**config.mk**
```make
export PLATFORM = sky130hd
export DESIGN_NAME = hazard_ctrl_sb
export DESIGN_NICKNAME = d
export VERILOG_FILES = /design/src/rtl/hazard_ctrl_sb_pkg.sv /design/src/rtl/hazard_ctrl_sb_pend_scoreboard.sv /design/src/rtl/hazard_ctrl_sb.sv
export SDC_FILE = /design/constraint.sdc
export NUM_CORES = 1
export LEC_CHECK = 0
export ABC_CLOCK_PERIOD_IN_PS = 5200
export BUFFER_PORTS_ARGS = -buffer_cell sky130_fd_sc_hd__buf_2
export CAP_MARGIN = 20
export CELL_PAD_IN_SITES_DETAIL_PLACEMENT = 1
export CELL_PAD_IN_SITES_GLOBAL_PLACEMENT = 2
export CORE_MARGIN = 1
export CORE_UTILIZATION = 34
export CTS_CLUSTER_SIZE = 10
export DETAILED_ROUTE_END_ITERATION = 12
export GPL_TIMING_DRIVEN = 0
export PLACE_DENSITY = 0.8
export SLEW_MARGIN = 20
export SYNTH_ARGS = -nofsm -noshare
export SYNTH_HDL_FRONTEND = slang
export SYNTH_SLANG_ARGS = --single-unit
export TNS_END_PERCENT = 20
```
**constraint.sdc**
```tcl
create_clock -name clk_i -period 5.2 [get_ports clk_i]
set_input_delay 1.04 -clock clk_i [delete_from_list [all_inputs] [get_ports clk_i]]
set_output_delay 1.04 -clock clk_i [all_outputs]
set_load 0.03 [all_outputs]
```
**src/rtl/hazard_ctrl_sb_pkg.sv**
```systemverilog
`default_nettype none
// ============================================================================
// hazard_ctrl_sb_pkg : shared types, widths and forwarding encodings
// Rev 1.0
// ============================================================================
package hazard_ctrl_sb_pkg;

  localparam int DEF_NUM_SRC      = 3;
  localparam int DEF_NUM_FWD_STG  = 3;
  localparam int DEF_NUM_BANKS    = 2;
  localparam int DEF_MAX_PEND     = 3;
  localparam int DEF_MAX_INFLIGHT = 4;

  localparam int BANK_W    = $clog2(DEF_NUM_BANKS);
  localparam int FWD_SEL_W = $clog2(2*DEF_NUM_FWD_STG+1);

  localparam logic [FWD_SEL_W-1:0] FWD_NONE = '0;
  localparam logic [BANK_W-1:0]    X_REG    = '0;

  typedef enum logic [1:0] {
    IDLE     = 2'd0,
    DRAIN    = 2'd1,
    REDIRECT = 2'd2
  } trap_state_t;

  function automatic logic [FWD_SEL_W-1:0] fwd_alu(input int s);
    return FWD_SEL_W'(2*s+1);
  endfunction

  function automatic logic [FWD_SEL_W-1:0] fwd_mem(input int s);
    return FWD_SEL_W'(2*s+2);
  endfunction

  // x0 is hard-wired zero; f0 is an ordinary register
  function automatic logic is_valid_dst(input logic [4:0] addr, input logic [BANK_W-1:0] bank);
    return !(bank == X_REG && addr == 5'd0);
  endfunction

endpackage
`default_nettype wire

```
**src/rtl/hazard_ctrl_sb_pend_scoreboard.sv**
```systemverilog
`default_nettype none
// ============================================================================
// hazard_ctrl_sb_pend_scoreboard : per-register pending-write counters for
// out-of-order long-latency writeback, plus the global in-flight count
// Rev 1.0
// ============================================================================
module hazard_ctrl_sb_pend_scoreboard
  import hazard_ctrl_sb_pkg::*;
#(
  parameter int NUM_SRC      = DEF_NUM_SRC,
  parameter int NUM_BANKS    = DEF_NUM_BANKS,
  parameter int MAX_PEND     = DEF_MAX_PEND,
  parameter int MAX_INFLIGHT = DEF_MAX_INFLIGHT
) (
  input  logic                              clk_i,
  input  logic                              rst_n_i,
  input  logic [NUM_SRC*5-1:0]              src_addr_i,
  input  logic [NUM_SRC*BANK_W-1:0]         src_bank_i,
  input  logic [NUM_SRC-1:0]                src_used_i,
  input  logic [4:0]                        rd_addr_i,
  input  logic [BANK_W-1:0]                 rd_bank_i,
  input  logic                              inc_i,
  input  logic                              wb_valid_i,
  input  logic [4:0]                        wb_addr_i,
  input  logic [BANK_W-1:0]                 wb_bank_i,
  output logic [NUM_SRC-1:0]                src_pend_o,
  output logic                              rd_full_o,
  output logic                              inflight_full_o,
  output logic                              drained_o,
  output logic [$clog2(MAX_INFLIGHT+1)-1:0] inflight_o
);

  localparam int CNT_W  = $clog2(MAX_PEND+1);
  localparam int INFL_W = $clog2(MAX_INFLIGHT+1);

  logic [CNT_W-1:0]  r_pend_cnt [NUM_BANKS][32];
  logic [INFL_W-1:0] r_inflight;
  logic [INFL_W-1:0] w_inflight_nxt;
  logic              w_dec;

  // Retiring an entry that is already zero is dropped rather than wrapping
  assign w_dec          = wb_valid_i && (r_pend_cnt[wb_bank_i][wb_addr_i] != '0);
  assign w_inflight_nxt = r_inflight + INFL_W'(inc_i) - INFL_W'(w_dec);

  always_ff @(posedge clk_i or negedge rst_n_i) begin
    if (!rst_n_i) begin
      for (int b = 0; b < NUM_BANKS; b++)
        for (int r = 0; r < 32; r++)
          r_pend_cnt[b][r] <= '0;
      r_inflight <= '0;
    end else begin
      for (int b = 0; b < NUM_BANKS; b++)
        for (int r = 0; r < 32; r++)
          r_pend_cnt[b][r] <= r_pend_cnt[b][r]
            + CNT_W'(inc_i && rd_bank_i == BANK_W'(b) && rd_addr_i == 5'(r))
            - CNT_W'(w_dec && wb_bank_i == BANK_W'(b) && wb_addr_i == 5'(r));
      r_inflight <= w_inflight_nxt;
    end
  end

  generate
    for (genvar i = 0; i < NUM_SRC; i++) begin : g_src
      assign src_pend_o[i] = src_used_i[i]
        && is_valid_dst(src_addr_i[i*5 +: 5], src_bank_i[i*BANK_W +: BANK_W])
        && (r_pend_cnt[src_bank_i[i*BANK_W +: BANK_W]][src_addr_i[i*5 +: 5]] != '0);
    end
  endgenerate

  assign rd_full_o       = (r_pend_cnt[rd_bank_i][rd_addr_i] == CNT_W'(MAX_PEND));
  assign inflight_full_o = (r_inflight == INFL_W'(MAX_INFLIGHT));
  assign drained_o       = (w_inflight_nxt == '0);
  assign inflight_o      = r_inflight;

endmodule
`default_nettype wire

```
**src/rtl/hazard_ctrl_sb.sv**
```systemverilog
`default_nettype none
// ============================================================================
// hazard_ctrl_sb : operand forwarding, stall/flush chain, long-latency
// scoreboard and precise-trap drain sequencer for a 5-stage pipeline
// Rev 1.0
// ============================================================================
module hazard_ctrl_sb
  import hazard_ctrl_sb_pkg::*;
#(
  parameter int NUM_SRC      = DEF_NUM_SRC,
  parameter int NUM_FWD_STG  = DEF_NUM_FWD_STG,
  parameter int NUM_BANKS    = DEF_NUM_BANKS,
  parameter int MAX_PEND     = DEF_MAX_PEND,
  parameter int MAX_INFLIGHT = DEF_MAX_INFLIGHT
) (
  input  logic                              clk_i,
  input  logic                              rst_n_i,
  input  logic [NUM_SRC*5-1:0]              src_addr_id_i,
  input  logic [NUM_SRC*BANK_W-1:0]         src_bank_id_i,
  input  logic [NUM_SRC-1:0]                src_used_id_i,
  input  logic [NUM_FWD_STG*5-1:0]          rd_addr_stg_i,
  input  logic [NUM_FWD_STG*BANK_W-1:0]     rd_bank_stg_i,
  input  logic [NUM_FWD_STG-1:0]            alu_wen_stg_i,
  input  logic [NUM_FWD_STG-1:0]            mem_wen_stg_i,
  output logic [NUM_SRC*FWD_SEL_W-1:0]      fwd_sel_o,
  input  logic                              issue_id_i,
  input  logic                              issue_long_id_i,
  input  logic [4:0]                        rd_addr_id_i,
  input  logic [BANK_W-1:0]                 rd_bank_id_i,
  input  logic                              rd_wen_id_i,
  input  logic                              lu_wb_valid_i,
  input  logic [4:0]                        lu_wb_addr_i,
  input  logic [BANK_W-1:0]                 lu_wb_bank_i,
  input  logic                              ex_busy_i,
  input  logic                              mem_busy_i,
  input  logic                              valid_if_i,
  input  logic                              jump_id_i,
  input  logic                              branch_ex_i,
  input  logic                              trap_id_i,
  output logic                              stall_if_o,
  output logic                              stall_id_o,
  output logic                              stall_ex_o,
  output logic                              stall_mem_o,
  output logic                              flush_id_o,
  output logic                              flush_ex_o,
  output logic                              flush_wb_o,
  output logic                              trap_redirect_o,
  output logic [$clog2(MAX_INFLIGHT+1)-1:0] inflight_o
);

  trap_state_t        r_state;
  trap_state_t        w_state_nxt;
  logic               w_load_use;
  logic [NUM_SRC-1:0] w_src_pend;
  logic               w_rd_full;
  logic               w_infl_full;
  logic               w_drained;
  logic               w_long_req;
  logic               w_inc;

  // Stages are scanned oldest-first so the youngest (lowest index) match wins
  always_comb begin
    fwd_sel_o  = '0;
    w_load_use = 1'b0;
    for (int i = 0; i < NUM_SRC; i++) begin
      for (int s = NUM_FWD_STG-1; s >= 0; s--) begin
        if (src_used_id_i[i]
            && src_addr_id_i[i*5 +: 5] == rd_addr_stg_i[s*5 +: 5]
            && src_bank_id_i[i*BANK_W +: BANK_W] == rd_bank_stg_i[s*BANK_W +: BANK_W]
            && is_valid_dst(rd_addr_stg_i[s*5 +: 5], rd_bank_stg_i[s*BANK_W +: BANK_W])
            && (alu_wen_stg_i[s] || mem_wen_stg_i[s])) begin
          if (alu_wen_stg_i[s]) begin
            fwd_sel_o[i*FWD_SEL_W +: FWD_SEL_W] = fwd_alu(s);
          end else if (s == 0) begin
            fwd_sel_o[i*FWD_SEL_W +: FWD_SEL_W] = FWD_NONE;
            w_load_use                          = 1'b1;
          end else begin
            fwd_sel_o[i*FWD_SEL_W +: FWD_SEL_W] = fwd_mem(s);
          end
        end
      end
    end
  end

  hazard_ctrl_sb_pend_scoreboard #(
    .NUM_SRC      (NUM_SRC),
    .NUM_BANKS    (NUM_BANKS),
    .MAX_PEND     (MAX_PEND),
    .MAX_INFLIGHT (MAX_INFLIGHT)
  ) u_pend_scoreboard (
    .clk_i           (clk_i),
    .rst_n_i         (rst_n_i),
    .src_addr_i      (src_addr_id_i),
    .src_bank_i      (src_bank_id_i),
    .src_used_i      (src_used_id_i),
    .rd_addr_i       (rd_addr_id_i),
    .rd_bank_i       (rd_bank_id_i),
    .inc_i           (w_inc),
    .wb_valid_i      (lu_wb_valid_i),
    .wb_addr_i       (lu_wb_addr_i),
    .wb_bank_i       (lu_wb_bank_i),
    .src_pend_o      (w_src_pend),
    .rd_full_o       (w_rd_full),
    .inflight_full_o (w_infl_full),
    .drained_o       (w_drained),
    .inflight_o      (inflight_o)
  );

  assign w_long_req  = issue_id_i & issue_long_id_i & rd_wen_id_i;
  assign stall_mem_o = mem_busy_i;
  assign stall_ex_o  = stall_mem_o | ex_busy_i;
  assign stall_id_o  = stall_ex_o | w_load_use | (|w_src_pend)
                     | (w_long_req & (w_rd_full | w_infl_full))
                     | (r_state != IDLE);
  assign w_inc       = w_long_req & ~stall_id_o;

  assign stall_if_o  = stall_id_o | (~valid_if_i & ~(branch_ex_i | jump_id_i | trap_id_i));
  assign flush_wb_o  = stall_mem_o;
  assign flush_ex_o  = stall_ex_o | branch_ex_i | stall_id_o;
  assign flush_id_o  = flush_ex_o | jump_id_i | stall_if_o | trap_redirect_o;

  always_ff @(posedge clk_i or negedge rst_n_i) begin
    if (!rst_n_i) r_state <= IDLE;
    else          r_state <= w_state_nxt;
  end

  // DRAIN exits in the cycle the last outstanding write retires
  always_comb begin
    w_state_nxt     = r_state;
    trap_redirect_o = 1'b0;
    case (r_state)
      IDLE:     if (trap_id_i && !branch_ex_i) w_state_nxt = DRAIN;
      DRAIN:    if (w_drained) w_state_nxt = REDIRECT;
      REDIRECT: begin
        trap_redirect_o = 1'b1;
        w_state_nxt     = IDLE;
      end
      default:  w_state_nxt = IDLE;
    endcase
  end

endmodule
`default_nettype wire
```
==> out/summary.txt <==
status = finished, violations left
violated checks = DRC
routed vias/inst = 6.04
Leakage = 6.10 nW
synth warn = 0
worst vdd ir = 0.191 mV
top_reg_cell synth = dfrtp_1
Synth top area share = 0.268
Hold Path Class = flip-flop to flip-flop
fin worst setup slack = 0.136 ns
M1 wire length = 21,400 µm
Synth async-reset ratio = 1.00
combined area of the multi-input logic cells = 0.00825 mm²
kind of end point of the critical path = flip-flop
DRC viols = 14
final cell count without fillers = 1,880
Clock Path Buffers = 2
register area = 0.00333 mm²
pin count of the biggest net entering global routing = 80
HPWL after DPL = 40,000 µm
net total in the final layout = 1,606
DRT Pass-1 Iters = 10
CP Launch Type = primary input
Required @ worst endpoint = 5.52 ns
adder-cell share of the synthesized area = 0.132
reg-to-reg slack, setup = 0.45 ns
DIE HEIGHT = 193 µm
die area = 0.0373 mm²
Die Span X = 193 µm
Post-synth EDFFs = 0
PwrDens = 319 mW/mm²
Yosys reg bits = 133
Yosys top cell by area = dfrtp_1
highest routed layer = met4
max_cap viols = 0
final period utilization = 0.974
Num CTS Buffers = 17
Initial Utilization = 0.348
I/O pin total = 89
clk sinks = 133
Post-DRT Antenna Nets = 0
syn nets = 1,511
Post-Syn Area = 0.0124 mm²
worst-skew pair later-pin latency = 0.44 ns
mux cell area share after synthesis = 0.160
Hold Slack = 0.497 ns
first-pass GRT wire length = 75,800 µm
htree depth = 4
slew margin rel. = 0.329
total number of vias = 11,400
Overall Global Routing Usage = 0.282
fmax = 197 MHz
placed cell count = 1,846
DR WL met2 = 24,200 µm
RSZ-0062 raised after global routing = false
DRT iter0 DRCs = 1,024
Post-Synth XOR/XNOR Area = 0.130
final setup fails = 0
hold_buf cts = 0
mean routed wirelength per cell = 27.3 µm
antenna diode count = 0
most common cell in the netlist = xnor2_1
Rows = 69
Final Power = 4.54 mW
Final Wtd Congestion = 0.952
Filler cells = 4,144
Commonest cells post-synth = xnor2_1 (175), inv_1 (137), dfrtp_1 (133)
max-slew violations = 0
CP max FO = 10
min Tclk post-route = 5.06 ns
sequential fraction of the synthesis area = 0.268
CTS tree = built
Slew @ Worst Pin = 0.998 ns
synthesized area per cell = 9.48 µm²
area grow syn2layout = 14.5%
critical path class = primary input to flip-flop
Synth cell types = 66
Mapped Cells = 1,311
critical path arrival = 5.39 ns
core area = 0.0357 mm²
fraction of layout cells with a size suffix above 1 = 0.175
compound-cell area share of the yosys netlist = 0.0619
root buffer cell = clkbuf_16
clk slew on worst S/H paths = 0.06 ns
port bufs = 73
simple-gate share of the synthesized area = 0.175
Fin. Hold Viols = 0
Met3 Wirelength = 3770 µm
synth top area cells = dfrtp_1 (27%), ha_1 (13%), mux4_2 (13%), xnor2_1 (12%), inv_1 (4.1%)
number of global-route vias before repair = 11,600
grt ovf = 0
largest family of logic cells by synthesized area = simple AND/OR/NAND/NOR gates
clock skew = 0.0110 ns
initial antenna violation count = 0
post-place setup slack = -0.847 ns
routed wire length = 51,400 µm
through the flow:
step / TNS (ns) / util / area [µm²]
6_report: 0 / 0.398 / 14200
5_1_grt: 0 / 0.398 / 14200
4_1_cts: 0 / 0.396 / 14100
3_5_place_dp: -2.66 / 0.375 / 13400
3_3_place_gp: -2.03 / 0.374 / 13400
2_1_floorplan: 0 / - / 12400
cell type report:
class                      count  share of cell area
timing repair buffer          77              0.0299
multi-input combinational    957               0.579
buffer                        78              0.0300
clock buffer                  21              0.0331
inverter                     142              0.0377
sequential                   133               0.234
clock inverter                11              0.0155
tap                          461              0.0405
state kept, by name (all words and copies together), names as in the netlist:
register / flops
u_pend_scoreboard.r_pend_cnt: 128
u_pend_scoreboard.inflight_o: 3
r_state: 2
layer usage:
layer | GRT usage | vias to the layer above
li1 | - | 4882
met1 | 0.365 | 5806
met2 | 0.468 | 548
met3 | 0.0445 | 119
met4 | 0.117 | 0
met5 | 0 | -
cells by family after synthesis:
| logic type | after synthesis |
|---|---|
| and+or+nand+nor | 425 |
| buffers and inverters | 221 |
| xor gates and xnor gates | 184 |
| DFF | 133 |
| adders and majority gates | 131 |
| muxes | 109 |
| AOI/OAI and AO/OA | 108 |
final timing paths:
path,cells past startpoint,end,from
setup / recovery,19,r_state[0],src_addr_id_i[5]
hold / removal,1,u_pend_scoreboard.r_pend_cnt[83],u_pend_scoreboard.r_pend_cnt[83]
setup reg to reg,18,r_state[0],u_pend_scoreboard.r_pend_cnt[82]
hold reg to reg,1,u_pend_scoreboard.r_pend_cnt[83],u_pend_scoreboard.r_pend_cnt[83]
max in group asynchronous,2,u_pend_scoreboard.r_pend_cnt[30],rst_n_i
min in group asynchronous,1,u_pend_scoreboard.r_pend_cnt[35],rst_n_i
cell usage in the layout (no fill, tap or decap), types with 29 or more instances in the layout:
cell / instances
buf_2: 91
clkbuf_1: 31
dfrtp_1: 133
ha_1: 130
inv_1: 137
mux2i_1: 29
mux4_2: 71
nand2_1: 49
nand3_1: 31
nor2_1: 98
nor3_1: 93
nor4_1: 71
xnor2_1: 175
worst max-delay path, cell delays in order:
cell	delay, ns
buf_2	0.18
clkinv_1	0.38
mux4_2	0.58
nor3_1	0.16
a31oi_1	0.07
nor3_1	0.56
nand4b_1	0.26
buf_4	0.25
or3_1	0.14
ha_1	0.22
inv_1	0.05
ha_1	0.13
inv_1	0.06
fa_1	0.38
xnor2_1	0.15
xnor2_1	0.15
or3_1	0.37
a22oi_1	0.21
nor2_1	0.06
what timing repair did:
item	4_1_cts	5_1_grt
gates resized for setup	14	23
setup endpoints to repair	6	3
setup buffers	1	2
gates cloned	0	0
pin swaps	0	1
where the power goes:
group | internal, mW | switching (mW)
Combinational | 0.645 | 0.981
Sequential | 1.23 | 0.233
Clock | 0.941 | 0.506
Note: power is estimated with default switching activity, not from simulation.
